===== src/rtl/out_drain_if.sv =====
// out_drain_if: drain-job control, core vector input and beat output of out_drain.
interface out_drain_if #(
  parameter int col     = 8,
  parameter int psum_bw = 16,
  parameter int out_bw  = 32
);
  logic                   start;
  logic [10:0]            expect_cnt;
  logic                   relu_en;
  logic                   in_valid;
  logic [psum_bw*col-1:0] in_data;
  logic                   in_ready;
  logic                   out_valid;
  logic [out_bw-1:0]      out_data;
  logic                   out_ready;
  logic                   out_last;
  logic                   done;
  logic                   overflow;
  modport master (
    output start, expect_cnt, relu_en, in_valid, in_data, out_ready,
    input  in_ready, out_valid, out_data, out_last, done, overflow
  );
  modport slave (
    input  start, expect_cnt, relu_en, in_valid, in_data, out_ready,
    output in_ready, out_valid, out_data, out_last, done, overflow
  );
endinterface


===== src/rtl/out_drain.sv =====
// out_drain: buffers core output vectors (optional ReLU) and streams them as out_bw beats.
module out_drain #(
  parameter int col     = 8,
  parameter int psum_bw = 16,
  parameter int out_bw  = 32,
  parameter int depth   = 4
) (
  input logic      clk,
  input logic      reset,
  out_drain_if.slave bus
);
  localparam int vw = psum_bw * col;
  localparam int nb = vw / out_bw;
  localparam int aw = $clog2(depth);
  localparam int bw = nb > 1 ? $clog2(nb) : 1;
  typedef enum logic [1:0] {s_idle, s_run, s_done} state_t;
  state_t        state, state_d;
  logic [vw-1:0] mem [depth];
  logic [aw:0]   wr_ptr, rd_ptr;
  logic [bw-1:0] beat;
  logic [10:0]   accepted, emitted, expect_q;
  logic          relu_q, ovf_q, full, empty, arm, push, drop, xfer, pop, final_beat;
  logic [vw-1:0] wdata, head;
  assign full            = (wr_ptr ^ rd_ptr) == {1'b1, {aw{1'b0}}};
  assign empty           = wr_ptr == rd_ptr;
  assign arm             = bus.start && state != s_run;
  assign bus.in_ready    = state == s_run && !full && accepted < expect_q;
  assign push            = bus.in_valid && bus.in_ready;
  assign drop            = bus.in_valid && !bus.in_ready && state == s_run;
  assign head            = mem[rd_ptr[aw-1:0]];
  assign final_beat      = beat == bw'(nb - 1);
  assign bus.out_valid   = !empty;
  assign bus.out_data    = empty ? '0 : head[out_bw*beat +: out_bw];
  assign bus.out_last    = !empty && final_beat && emitted + 11'd1 == expect_q;
  assign bus.done        = state == s_done;
  assign bus.overflow    = ovf_q;
  assign xfer            = bus.out_valid && bus.out_ready;
  assign pop             = xfer && final_beat;
  always_comb begin
    wdata = bus.in_data;
    for (int k = 0; k < col; k++)
      if (relu_q && bus.in_data[psum_bw*(k+1)-1]) wdata[psum_bw*k +: psum_bw] = '0;
  end
  always_comb begin
    state_d = state;
    state_d = arm ? (bus.expect_cnt == '0 ? s_done : s_run)
            : (state == s_run && xfer && bus.out_last) ? s_done : state;
  end
  always_ff @(posedge clk or negedge reset)
    if (!reset) state <= s_idle;
    else state <= state_d;
  // Storage is not reset; out_data is gated by empty so stale contents never leak.
  always_ff @(posedge clk)
    if (push) mem[wr_ptr[aw-1:0]] <= wdata;
  always_ff @(posedge clk or negedge reset)
    if (!reset) begin
      wr_ptr   <= '0;
      rd_ptr   <= '0;
      beat     <= '0;
      accepted <= '0;
      emitted  <= '0;
      expect_q <= '0;
      relu_q   <= 1'b0;
      ovf_q    <= 1'b0;
    end else begin
      if (arm) begin
        accepted <= '0;
        emitted  <= '0;
        expect_q <= bus.expect_cnt;
        relu_q   <= bus.relu_en;
        ovf_q    <= 1'b0;
      end else begin
        if (push) accepted <= accepted + 11'd1;
        if (pop) emitted <= emitted + 11'd1;
        if (drop) ovf_q <= 1'b1;
      end
      if (push) wr_ptr <= wr_ptr + 1'b1;
      if (pop) rd_ptr <= rd_ptr + 1'b1;
      if (xfer) beat <= final_beat ? '0 : beat + 1'b1;
    end
endmodule


===== src/flat_wrapper.sv =====
// flat-port wrapper written by rule: the top's interface ports become plain ports
module out_drain_flat 
#(
  parameter int col     = 8,
  parameter int psum_bw = 16,
  parameter int out_bw  = 32,
  parameter int depth   = 4
)
  (clk, reset, bus_start, bus_expect_cnt, bus_relu_en, bus_in_valid, bus_in_data, bus_out_ready, bus_in_ready, bus_out_valid, bus_out_data, bus_out_last, bus_done, bus_overflow);
  out_drain_if #(.col(col), .psum_bw(psum_bw), .out_bw(out_bw)) bus_i ();
  input logic clk;
  input logic reset;
  input wire logic [$bits(bus_i.start)-1:0] bus_start;
  input wire logic [$bits(bus_i.expect_cnt)-1:0] bus_expect_cnt;
  input wire logic [$bits(bus_i.relu_en)-1:0] bus_relu_en;
  input wire logic [$bits(bus_i.in_valid)-1:0] bus_in_valid;
  input wire logic [$bits(bus_i.in_data)-1:0] bus_in_data;
  input wire logic [$bits(bus_i.out_ready)-1:0] bus_out_ready;
  output wire logic [$bits(bus_i.in_ready)-1:0] bus_in_ready;
  output wire logic [$bits(bus_i.out_valid)-1:0] bus_out_valid;
  output wire logic [$bits(bus_i.out_data)-1:0] bus_out_data;
  output wire logic [$bits(bus_i.out_last)-1:0] bus_out_last;
  output wire logic [$bits(bus_i.done)-1:0] bus_done;
  output wire logic [$bits(bus_i.overflow)-1:0] bus_overflow;
  assign bus_i.start = bus_start;
  assign bus_i.expect_cnt = bus_expect_cnt;
  assign bus_i.relu_en = bus_relu_en;
  assign bus_i.in_valid = bus_in_valid;
  assign bus_i.in_data = bus_in_data;
  assign bus_i.out_ready = bus_out_ready;
  assign bus_in_ready = bus_i.in_ready;
  assign bus_out_valid = bus_i.out_valid;
  assign bus_out_data = bus_i.out_data;
  assign bus_out_last = bus_i.out_last;
  assign bus_done = bus_i.done;
  assign bus_overflow = bus_i.overflow;
  out_drain #(.col(col), .psum_bw(psum_bw), .out_bw(out_bw), .depth(depth)) u_core (.clk(clk), .reset(reset), .bus(bus_i));
endmodule

===== config.mk =====
export PLATFORM = sky130hd
export DESIGN_NAME = out_drain_flat
export DESIGN_NICKNAME = d
export VERILOG_FILES = /design/src/rtl/out_drain_if.sv /design/src/rtl/out_drain.sv /design/src/flat_wrapper.sv
export SDC_FILE = /design/constraint.sdc
export NUM_CORES = 1
export LEC_CHECK = 0
export BUFFER_PORTS_ARGS = -buffer_cell sky130_fd_sc_hd__buf_2
export CAP_MARGIN = 20
export CORE_ASPECT_RATIO = 1.75
export CORE_MARGIN = 4
export CORE_UTILIZATION = 50
export DETAILED_ROUTE_END_ITERATION = 8
export PLACE_DENSITY_LB_ADDON = 0.2
export SLEW_MARGIN = 20
export SYNTH_ARGS = -nofsm -noshare
export SYNTH_HDL_FRONTEND = slang
export SYNTH_SLANG_ARGS = --single-unit
export TNS_END_PERCENT = 5

===== constraint.sdc =====
create_clock -name clk -period 13.9 [get_ports clk]
set_clock_uncertainty 0.05 [all_clocks]
set_input_delay 2.085 -clock clk [delete_from_list [all_inputs] [get_ports clk]]
set_output_delay 2.085 -clock clk [all_outputs]
set_load 0.05 [all_outputs]

; ---- Word level (Yosys, flattened, before mapping)
; Memory sizes are Yosys's and may differ from the RTL's.
; Index checks and enable logic that the tools add are counted.
[word_totals]
ff_bits = 45
in_bits = 145
memories = 1
latchBits = 0
rom_bits = 0
ramBits = 512
[op_classes]
eq_ne = 7
bitwise_logic = 1
reduce_logical = 28
shift = 1
mux = 21
div_mod_pow = 0
n_mul = 0
addsub = 5
n_lt_le_gt_ge = 1
[mem_list]
columns = memory, depth, width, read_ports, rd_clocked_by_memory_dff, wr, line_no
row1 = u_core.mem, 4, 128, 1, 0, 1, out_drain.sv:18  ; logic [vw-1:0] mem [depth];
[op_table]
columns = op, count
row1 = $mux 16, 8
row2 = $shiftx 128x8->32, 1
row3 = $mux 11, 4
row4 = $mux 32, 1
row5 = $add 11x1->11 const B, 2
row6 = $logic_and 1x1->1, 20
row7 = $eq 11x11->1, 1
row8 = $logic_not 11->1, 1
row9 = $lt 11x11->1, 1
row10 = $mux 2, 4
row11 = $reduce_bool 2->1, 4
row12 = $add 3x1->3 const B, 2
row13 = $eq 2x2->1 const B, 2
row14 = $mux 1, 4
row15 = $eq 3x3->1, 1
row16 = $eq 3x3->1 const B, 1
row17 = $logic_not 1->1, 3
row18 = $xor 3x3->3, 1
row19 = $add 2x1->2 const B, 1
row20 = $eq 2x1->1 const B, 1
row21 = $ne 2x1->1 const B, 1

; ---- Logic depth before layout (Yosys ltp)
; Gate-level depths: netlist of the first run.
[depth]
ltp_word = 10
depth_mapped = 9
mapped_depth_nobuf = 8

; ---- Least setup slack after synthesis of the first run
; No wires, ideal clock.
[synth_timing]
path_kind = input to register
startpoint = in bus_in_valid
endpoint = mem u_core.mem[3][0] (netlist bit), enable pin
setup_slack_ps = 4547
required_time_ps = 13189
arrival_ps = 8642
cell_stages = 3
cell_sequence = clkbuf_1 > nand3_1 > a21oi_1
[synth_via]
elab_chain_cells = 3
[synth_rtl]
columns = item, line_no
row1 = from (decl), flat_wrapper.sv:16  ; input wire logic [$bits(bus_i.in_valid)-1:0] bus_in_valid;
row2 = $logic_and 1x1->1, out_drain.sv:28  ; assign push = bus.in_valid && bus.in_ready;
row3 = $mux 1, out_drain.sv:54  ; if (push) mem[wr_ptr[aw-1:0]] <= wdata;
row4 = $mux 1 (not written as such), out_drain.sv:54
row5 = to (decl), out_drain.sv:18
; No other way between the ends.

; ---- Worst setup path after layout of the first run
[layout_timing]
startpoint = reg u_core.rd_ptr[1]
endpoint = out bus_out_data[1]
[layout_via]
elab_chain_cells = 3
word_cells_on_any_way = 4
cone_classes = 1 x eq/ne / 1 x shift / 1 x mux / 1 x memory
[layout_rtl]
columns = item, line_no
row1 = from (decl), out_drain.sv:19  ; logic [aw:0] wr_ptr, rd_ptr;
row2 = from (signal assigned), out_drain.sv:78  ; if (pop) rd_ptr <= rd_ptr + 1'b1;
row3 = $mem_v2 4x128, --
row4 = $shiftx 128x8->32, out_drain.sv:33  ; assign bus.out_data = empty ? '0 : head[out_bw*beat +: out_bw];
row5 = $mux 32 (*), out_drain.sv:33
row6 = to (decl), flat_wrapper.sv:21  ; output wire logic [$bits(bus_i.out_data)-1:0] bus_out_data;
; Mark *: on every way between the ends. The rest lies on a longest branch, timed or not.

==> out/qor.yml, run 1 <==
p_clk_share_pct: 22.5
syn_inst: 1204
vias: 11500
synth_edf_count: 512
drt_first_pass_iters: 5
crit_required_ns: 11.77
cp-start-kind: "flip-flop"
core_um2: 45400
synth.most_common_cell: "edfxtp_1"
clkTransAtPathRegs_ns: 0.06
ant_nets: 0
utilization_pct: 57.3
hold_viol_final: 0
io-pin-count: 182
setup_viol: 0
slew_headroom_pct: 26.9
p_comb_share_pct: 35.6
grt_max_degree: 73
synth.area.top_cells: "edfxtp_1 67%, mux4_2 15%, dfrtp_1 4.9%"
htreeDepth: 2
cts_hold_buffers: 0
antenna_found_initial: 6
cts.sinks: 557
min_path_type: "reg2reg"
pwr_density_cell_nw_per_um2: 214
finalCritPeriodShare_pct: 44.3
cts.repair.resized: 0
numCtsBuffers: 49
worstSkewPairLatency_ns: 0.55
layout.nets: 1548
grt_first_pass_wirelength_um: 75500
grt_usage_pct: 20.2
async_flop_share_pct: 8.08
die_w_um: 170
min_period_ns: 6.15
fillers: 3515
synth_top_area_cell: "edfxtp_1"
initial_core_util_pct: 50.9
r2r_start: "u_core.rd_ptr[1]"
synth_top_cell_area_share_pct: 66.6
crit_type: "reg2out"
path_max_fanout: 72
worstSetupStartpoint: "u_core.rd_ptr[1]"
syn-num-nets: 1367
end_kind: "output pin"
routedWlPerCell_um: 24.9
maxSlewViolCount: 0
tritoncts: "yes"
synth_seq_cells: 557
arrival_ns: 4.02
ys_seq_area_share_pct: 71.5
switching_share_pct: 35.2
rsz0062_at_grt: "no"
tns_ns: 0
p_sw_mw: 1.95
seqPwrFrac_pct: 42.0
setup_ws_ns: 7.75
synthTopCellsByCount: "512 x edfxtp_1, 160 x and2_1, 157 x mux4_2"
cap_violations: 0
dp_hpwl_um: 29800
fp.dieArea_um2: 49800
vdd_drop_max_mv: 0.195
postSynthAreaPerCell_um2: 19.2
ys_warn_count: 0
grt-ovfl-total: 0
synth_area_um2: 23100
routed_wl_um: 49700
dp_slack_ns: 8.24
ys_types: 45
drt_iter0_drc: 828
cts_buffer_depth: 3
dieHeight_um: 292
internal_power_mw: 3.60
syn2layout_area_growth_pct: 12.6
ys_dominant_reg_cell: "edfxtp_1"
hold_slack_ns: 0.427
rows: 103
drc: 0
max_freq_mhz: 163
first_global_vias: 12600
status: "finished clean"
io_buffers: 181
via_per_inst: 5.79
place_congestion: 0.812
p_leak_nw: 8.82
drive_above_1_share_pct: 30.3
ctsRootBufferMaster: "clkbuf_16"
worst_slew_pin_slew_ns: 1.10
post_cts_buffers: 0
hold_start: "u_core.bus.overflow"
[worst max-delay path, stage by stage (launching register included)]
cell     delay, ns
dfrtp_4       1.04
buf_4         0.95
mux4_2        0.46
mux4_2        0.54
and2_1        0.18
buf_2         0.20
[worst paths after layout]
path	cells past startpoint	end	slack, ns
worst max register to register	8	u_core.mem[0][65]	9.12
max in group asynchronous	1	u_core.rd_ptr[1]	11.84
min in group asynchronous	1	u_core.expect_q[2]	1.48
worst max-delay path	5	bus_out_data[1]	7.75
worst min register to register	2	u_core.bus.overflow	0.43
worst min-delay path	2	u_core.bus.overflow	0.43
[layout by cell type (no fill, tap or decap), types with 5 or more instances in the layout]
| master | Yosys | final |
|---|---|---|
| inv_1 | 16 | 16 |
| nand3_1 | 6 | 6 |
| nor2b_1 | 9 | 9 |
| mux2i_1 | 12 | 12 |
| buf_2 | 4 | 180 |
| edfxtp_1 | 512 | 512 |
| nand2_1 | 58 | 58 |
| clkbuf_1 | 42 | 12 |
| nor4_1 | 5 | 5 |
| xnor2_1 | 16 | 16 |
| clkinv_1 | 0 | 7 |
| nand2b_1 | 11 | 11 |
| clkbuf_16 | 0 | 50 |
| a21o_1 | 5 | 5 |
| and2_1 | 160 | 156 |
| xor2_1 | 12 | 12 |
| a21oi_1 | 14 | 13 |
| mux4_2 | 157 | 157 |
| nor2_1 | 15 | 15 |
| dfrtp_1 | 45 | 41 |
| nand4_1 | 13 | 13 |
| o21ai_0 | 16 | 16 |
| clkinv_2 | 0 | 6 |
| buf_4 | 10 | 14 |
| nor3_1 | 6 | 6 |
| ha_1 | 18 | 18 |
[per-stage QoR]
stage | instances | total power, mW | area (µm²)
floorplan | 1204 | 3.87 | 23100
global placement | 1911 | 4.37 | 24500
detailed placement | 1911 | 4.40 | 24500
CTS | 1993 | 5.65 | 26000
global route | 1993 | 5.83 | 26000
finish | 1994 | 5.56 | 26000
[sequential cells by signal (all words and copies together) (netlist names), 2 cells and up]
name / cells
u_core.wr_ptr: 3
u_core.expect_q: 11
u_core.mem: 512
u_core.emitted: 11
u_core.state: 2
u_core.beat: 2
u_core.accepted: 11
u_core.rd_ptr: 3
[layout make-up]
class                           count  area, µm²  share of cell area, %
Clock inverter                     20        146                  0.563
Sequential cell                   557      16500                   63.5
Clock buffer                       62       1300                   4.99
Tap cell                          577        722                   2.78
Inverter                           16       60.1                  0.231
Multi-Input combinational cell    567       6240                   24.0
Timing Repair Buffer              194       1010                   3.87
Antenna cell                        1       2.50                0.00963
[power groups by stage]
stage / combinational, mW / sequential, mW / clock [mW]
5_1_grt: 2.12 / 2.37 / 1.35
3_3_place_gp: 2.00 / 2.37 / 0
6_report: 1.98 / 2.33 / 1.25
3_5_place_dp: 2.02 / 2.38 / 0
4_1_cts: 2.02 / 2.34 / 1.28
2_1_floorplan: 1.61 / 2.27 / 0
[metal layers]
metal | wire, µm | up-vias | share of wire, % | track usage (%)
met4 | 1180 | 4 | 2.4 | 5.46
met1 | 18900 | 6029 | 38 | 25.0
met2 | 27500 | 304 | 55 | 37.3
met3 | 2200 | 78 | 4.4 | 2.63
met5 | 40 | - | 0.080 | 0
li1 | - | 5126 | - | -
[cell families (layout without fill, tap and decap cells)]
group                    after synthesis  count (layout)  synth area share, %
AND/OR/NAND/NOR                      294             294                 7.16
other                                  0               1                    0
adder cells (fa/ha/maj)               18              18                0.975
buffers and inverters                 80             292                 1.62
XOR/XNOR                              28              28                 1.06
flip-flops                           557             557                 71.5
multiplexers                         174             174                 16.3
AO/OA/AOI/OAI                         53              53                 1.45
Power figures use the tool's default switching activity.
==> run 2, diff against run 1 <==
- ABC_AREA: unset -> 1
- clock period: 13.9 -> 5.7 ns (I/O delays scaled with it)
==> run 2 against run 1 <==
  * Sequential share of layout area down 2.2 points
  * Critical path depth grew 4
  * Global-route usage is 3.6 points higher
  * Sequential power rose by 140%
  * Combinational power grew to 3.0 times the previous value
  * Utilization grew 0.064 points
  * First-iteration DRC count up 110%
  * Wire length is 26% higher
  * Via count up 43%
  * Clock power increased to 2.8 times the previous value
  * Power grew to 2.7 times the previous value
  * Cell count up 42%
  * Largest power group is now combinational logic
==> out/qor.yml, run 2 <==
max_freq_mhz: 213
finalCritPeriodShare_pct: 82.2
fin_cells: 2825  # +42%
ys_types: 36  # -20%
async_flop_share_pct: 8.08  # unchanged
place_congestion: 0.840  # +3.5%
design_area_um2: 26900  # +3.5%
cp_num_buf_inv: 3  # +1
clkTransAtPathRegs_ns: 0.07  # about the same
end_kind: "output pin"
max_stage_delay_ns: 0.81  # -0.23 ns
grt_usage_pct: 23.8  # +3.6 points
drc: 0  # unchanged
syn2layout_area_growth_pct: 13.3
fillers: 3898  # +11%
place_area_um2: 25200  # +2.7%
slew_headroom_pct: 28.0  # +1.0 points
crit_chain: "inv_6 > buf_12 > o21ai_0 > o22ai_1 > nor2_1 > nor2_1 > o21ai_1 > a21oi_1 > buf_2"
dp.cells: 2735  # +43%
pwr_density_cell_nw_per_um2: 554  # +160%
tritoncts: "yes"
setup_viol: 0  # unchanged
ys_warn_count: 0  # unchanged
core_um2: 46900  # +3.4%
synth.area.top_cells: "edfxtp_1 65%, nor2_1 6.9%, o21ai_0 5.6%"
largest_reg_flops: 512  # unchanged
ys_dominant_reg_cell: "edfxtp_1"
worstSkewPairLatency_ns: 0.57  # +0.02 ns
p_sw_mw: 6.19  # +220%
hold_viol_final: 0  # unchanged
final_cell_mix: "512 x edfxtp_1, 431 x nor2_1, 268 x o21ai_0"
first_global_vias: 16800  # +33%
cap_violations: 0  # unchanged
rsz0062_at_grt: "no"
routed_wl_um: 62800  # +26%
synth.most_common_cell: "edfxtp_1"
post_cts_buffers: 0  # unchanged
crit_family: "buffers and inverters"
seqPwrFrac_pct: 37.1  # -4.9 points
synth_area_um2: 23700  # +2.8%
via_per_inst: 5.85  # +1.0%
synth_seq_cells: 557  # unchanged
cts.sinks: 557  # unchanged
die_w_um: 173  # +1.3%
vias: 16500  # +43%
routedWlPerCell_um: 22.2  # -11%
path_max_fanout: 101  # +40%
antenna_found_initial: 0  # -6
ant_nets: 0  # unchanged
min_path_type: "in2async"
postSynthAreaPerCell_um2: 11.5  # -40%
switching_share_pct: 41.5  # +6.4 points
cts_buffer_depth: 3  # unchanged
grt_first_pass_wirelength_um: 95200  # +26%
layout.nets: 2361  # +53%
hold_slack_ns: 0.325  # -0.102 ns
cts_hold_buffers: 0  # unchanged
min_period_ns: 4.69
crit_type: "reg2out"
dieHeight_um: 296  # +1.4%
cts.repair.resized: 0  # unchanged
synthTopCellsByCount: "512 x edfxtp_1, 435 x nor2_1, 268 x o21ai_0"
ys_seq_area_share_pct: 69.5  # -2.0 points
ctsRootBufferMaster: "clkbuf_16"
drt_first_pass_iters: 5  # unchanged
worst_slew_pin_slew_ns: 1.08  # -0.0154 ns
p_leak_nw: 10.0  # +14%
rrSetupSlack_ns: 1.97  # -7.15 ns
synth_edf_count: 512  # unchanged
crit_slowest_cell: "dfrtp_4"
status: "finished clean"
grt_max_degree: 182  # +150%
finalPower_mw: 14.9  # +170%
final_common_cell: "edfxtp_1"
io_buffers: 181  # unchanged
drt_iter0_drc: 1727  # +110%
io-pin-count: 182  # unchanged
drive_above_1_share_pct: 14.6  # -16 points
arrival_ns: 3.78  # -0.24 ns
p_comb_share_pct: 39.3  # +3.7 points
htreeDepth: 2  # unchanged
dp_hpwl_um: 37400  # +26%
vdd_drop_max_mv: 0.312  # +60%
fp.dieArea_um2: 51200  # +2.7%
synth_top_area_cell: "edfxtp_1"
maxSlewViolCount: 0  # unchanged
cp-start-kind: "flip-flop"
rows: 105  # +1.9%
initial_core_util_pct: 50.6  # -0.27 points
crit_top_cell: "nor2_1"
p_clk_share_pct: 23.6  # +1.1 points
grt-ovfl-total: 0  # unchanged
numCtsBuffers: 49  # unchanged
syn_inst: 2056  # +71%
synth_top_cell_area_share_pct: 64.7  # -1.8 points
syn-num-nets: 2219  # +62%
crit_required_ns: 4.80  # -6.97 ns
internal_power_mw: 8.72  # +140%
-- run 2: changes by cell type after synthesis, sizes merged, moves of 14 or more --
cell | previous run | this run
o21ai | 16 | 294
buf | 21 | 67
nand3 | 6 | 91
o22ai | 1 | 36
mux4 | 160 | 0
and2 | 160 | 0
a21oi | 14 | 39
nand2 | 58 | 121
o221ai | 0 | 100
nor2 | 15 | 446
inv | 16 | 198
clkbuf | 43 | 57
-- run 2: routing by layer --
metal / part of all wire (%) / global-route usage (%) / vias to the layer above
li1: - / - / 7565
met1: 39 / 30.2 / 8128
met2: 52 / 42.8 / 701
met3: 6.4 / 2.85 / 120
met4: 3.2 / 8.46 / 0
met5: 0 / 0 / -
-- run 2: power groups by stage --
stage	registers, mW	clock network (mW)	logic [mW]
floorplan	5.55	0	4.16
global placement	5.59	0	5.76
detailed placement	5.60	0	5.86
CTS	5.52	3.56	5.89
global route	5.58	3.74	6.35
finish	5.53	3.53	5.86
-- run 2: metrics by stage --
stage	worst slack, ns	utilization (%)	TNS [ns]
global placement	1.68	53.7	0
detailed placement	1.64	53.7	0
finish	1.01	57.4	0
global route	0.765	57.4	0
floorplan	-1.73	-	-884.22
CTS	1.02	57.4	0
-- run 2: kinds of logic after synthesis --
logic type / synth area share (%)
buffers and inverters: 5.69
and+or+nand+nor: 11.6
xor gates and xnor gates: 0.474
AOI/OAI and AO/OA: 11.7
DFF: 69.5
adders and majority gates: 0.948
-- run 2: worst paths after layout --
check / startpoint / endpoint / cells after the start
min: reset / u_core.emitted[0] / 2
min reg2reg: u_core.bus.overflow / u_core.bus.overflow / 2
max reg2reg: u_core.rd_ptr[1] / u_core.mem[2][0] / 9
max in group asynchronous: reset / u_core.rd_ptr[0] / 2
min in group clk: u_core.bus.overflow / u_core.bus.overflow / 2
max: u_core.rd_ptr[0] / bus_out_data[10] / 9
-- run 2: layout make-up --
class | instances | area (µm²) | area share, %
antenna | 1 | 2.50 | 0.00930
clock buffer | 59 | 1260 | 4.70
clock inverter | 30 | 433 | 1.61
multi-input combinational | 1176 | 5930 | 22.0
timing repair buffer | 215 | 1270 | 4.73
sequential | 557 | 16500 | 61.4
tap | 588 | 736 | 2.73
inverter | 199 | 753 | 2.80
==> run 3, diff against run 2 <==
- clock period: 5.7 -> 4 ns (I/O delays scaled with it)
==> run 3 against run 2 <==
  * Final area is essentially flat
  * Wire length rose by 1.0%
  * Utilization down 0.056 points
  * Power rose by 40%
  * First-iteration DRC count decreased by 15%
  * Critical path depth is 2 lower
  * Clock power up 29%
  * Non-clock buffer count increased by 9
  * Sequential power is 42% higher
  * Die area unchanged
  * Setup slack got worse by 0.83 ns
  * Via count about the same
  * Critical path type unchanged
  * Critical endpoint is now bus_out_data[24]
  * Largest power group unchanged
==> out/qor.yml, run 3 (synthesis gave the netlist of run 2 again) <==
status: "finished clean"
crit_type: "reg2out"
drt_iter0_drc: 1463  # -15%
core_um2: 46900  # unchanged
routed_wl_um: 63400  # +1.0%
vdd_drop_max_mv: 0.505  # +62%
post_cts_buffers: 0  # unchanged
tns_ns: 0  # unchanged
r2r_end: "u_core.mem[3][52]"
worstSkewPairLatency_ns: 0.57  # about the same
dp_slack_ns: 0.777  # -0.860 ns
numCtsBuffers: 50  # +2.0%
design_area_um2: 26900  # about the same
worstSetupStartpoint: "u_core.rd_ptr[1]"
setup_viol: 0  # unchanged
via_per_inst: 5.83  # -0.28%
cp-start-kind: "flip-flop"
cts_buffer_depth: 3  # unchanged
grt_first_pass_wirelength_um: 96300  # +1.1%
multi_input_area_um2: 5930  # unchanged
cts.repair.resized: 0  # unchanged
drive_above_1_share_pct: 14.6  # about the same
worst_slew_pin_slew_ns: 0.996  # -0.0845 ns
maxSlewViolCount: 0  # unchanged
path_max_fanout: 29  # -71%
rrSetupSlack_ns: 0.77  # -1.20 ns
die_w_um: 173  # unchanged
ff2ff_path_depth: 13  # +4
hold_viol_final: 0  # unchanged
ant_nets: 0  # unchanged
io_buffers: 181  # unchanged
final_common_cell: "edfxtp_1"
ctsRootBufferMaster: "clkbuf_16"
grt_usage_pct: 24.1  # +0.28 points
cap_violations: 0  # unchanged
crit_required_ns: 3.35  # -1.45 ns
final_cell_mix: "512 x edfxtp_1, 431 x nor2_1, 268 x o21ai_0"
min_path_type: "in2async"
finalPower_mw: 20.9  # +40%
rows: 105  # unchanged
drt_first_pass_iters: 6  # +1
hold_slack_ns: 0.105  # -0.220 ns
layout.nets: 2371  # +0.42%
routedWlPerCell_um: 22.4  # +0.76%
place_area_um2: 25400  # +0.62%
fillers: 3869  # -0.74%
cts.sinks: 557  # unchanged
drc: 0  # unchanged
io-pin-count: 182  # unchanged
first_global_vias: 16600  # -1.0%
initial_core_util_pct: 50.6  # unchanged
tritoncts: "yes"
grt-ovfl-total: 0  # unchanged
htreeDepth: 2  # unchanged
largest_reg_flops: 512  # unchanged
syn2layout_area_growth_pct: 13.2  # about the same
seq_area_um2: 16500  # unchanged
p_leak_nw: 9.98  # -0.34%
cts_hold_buffers: 0  # unchanged
slew_headroom_pct: 33.6  # +5.6 points
dp_hpwl_um: 38800  # +3.8%
pwr_density_cell_nw_per_um2: 778  # +40%
finalCritPeriodShare_pct: 95.4
fp.dieArea_um2: 51200  # unchanged
vias: 16500  # -0.030%
setup_ws_ns: 0.184  # -0.830 ns
dieHeight_um: 296  # unchanged
rsz0062_at_grt: "no"
clkTransAtPathRegs_ns: 0.07  # about the same
max_freq_mhz: 262
antenna_cells: 0  # -1
place_congestion: 0.852  # +1.4%
antenna_found_initial: 1  # +1
arrival_ns: 3.17  # -0.61 ns
r2r_start: "u_core.expect_q[10]"
grt_max_degree: 141  # -23%
min_period_ns: 3.82
end_kind: "output pin"
-- run 3: changes by cell type in the layout (fill, tap and decap cells not counted), moves of 2 or more --
cell        before  now
bufinv_16       11    2
buf_12           9   16
clkbuf_1        10   16
clkinv_2         8    5
buf_4           25   27
clkinv_8         0    2
clkinvlp_4       2    4
inv_6            3    1
-- run 3: final cells by class --
cell class                 count  share of cell area, %
multi-input combinational   1176                   22.1
inverter                     199                   2.80
clock inverter                22                  0.768
sequential                   557                   61.4
clock buffer                  66                   4.88
tap                          588                   2.74
timing repair buffer         224                   5.32
-- run 3: critical path: stages, from the launching register on --
cell      delay, ns
dfrtp_4        0.63
clkinv_2       0.28
buf_4          0.37
o21ai_0        0.16
o221ai_1       0.20
nand3_1        0.20
a21oi_1        0.39
buf_2          0.35
-- run 3: how the worst max path moves through the flow --
stage	slack, ns	end	depth (start not counted)
detailed placement	0.78	u_core.mem[3][53]	11
global route	0.04	bus_out_data[10]	7
global placement	0.81	bus_out_data[19]	7
finish	0.18	bus_out_data[24]	7
CTS	0.22	bus_out_data[24]	7
floorplan	-1.27	u_core.mem[0][0]	10
-- run 3: report_power, final --
group	switching (mW)	internal, mW
combinational	6.43	2.09
sequential	0.408	7.45
clock	2.09	2.45
-- run 3: per-stage QoR --
step	util (%)	std cells
3_5_place_dp	54.1	2744
6_report	57.3	2832
5_1_grt	57.3	2832
2_1_floorplan	-	2056
4_1_cts	57.3	2832
3_3_place_gp	54.1	2744
-- run 3: routing by layer --
layer / part of all wire [%] / track usage (%)
met5: 0.011 / 0
met4: 3.1 / 8.28
met3: 5.8 / 2.99
met2: 51 / 43.4
met1: 40 / 30.5
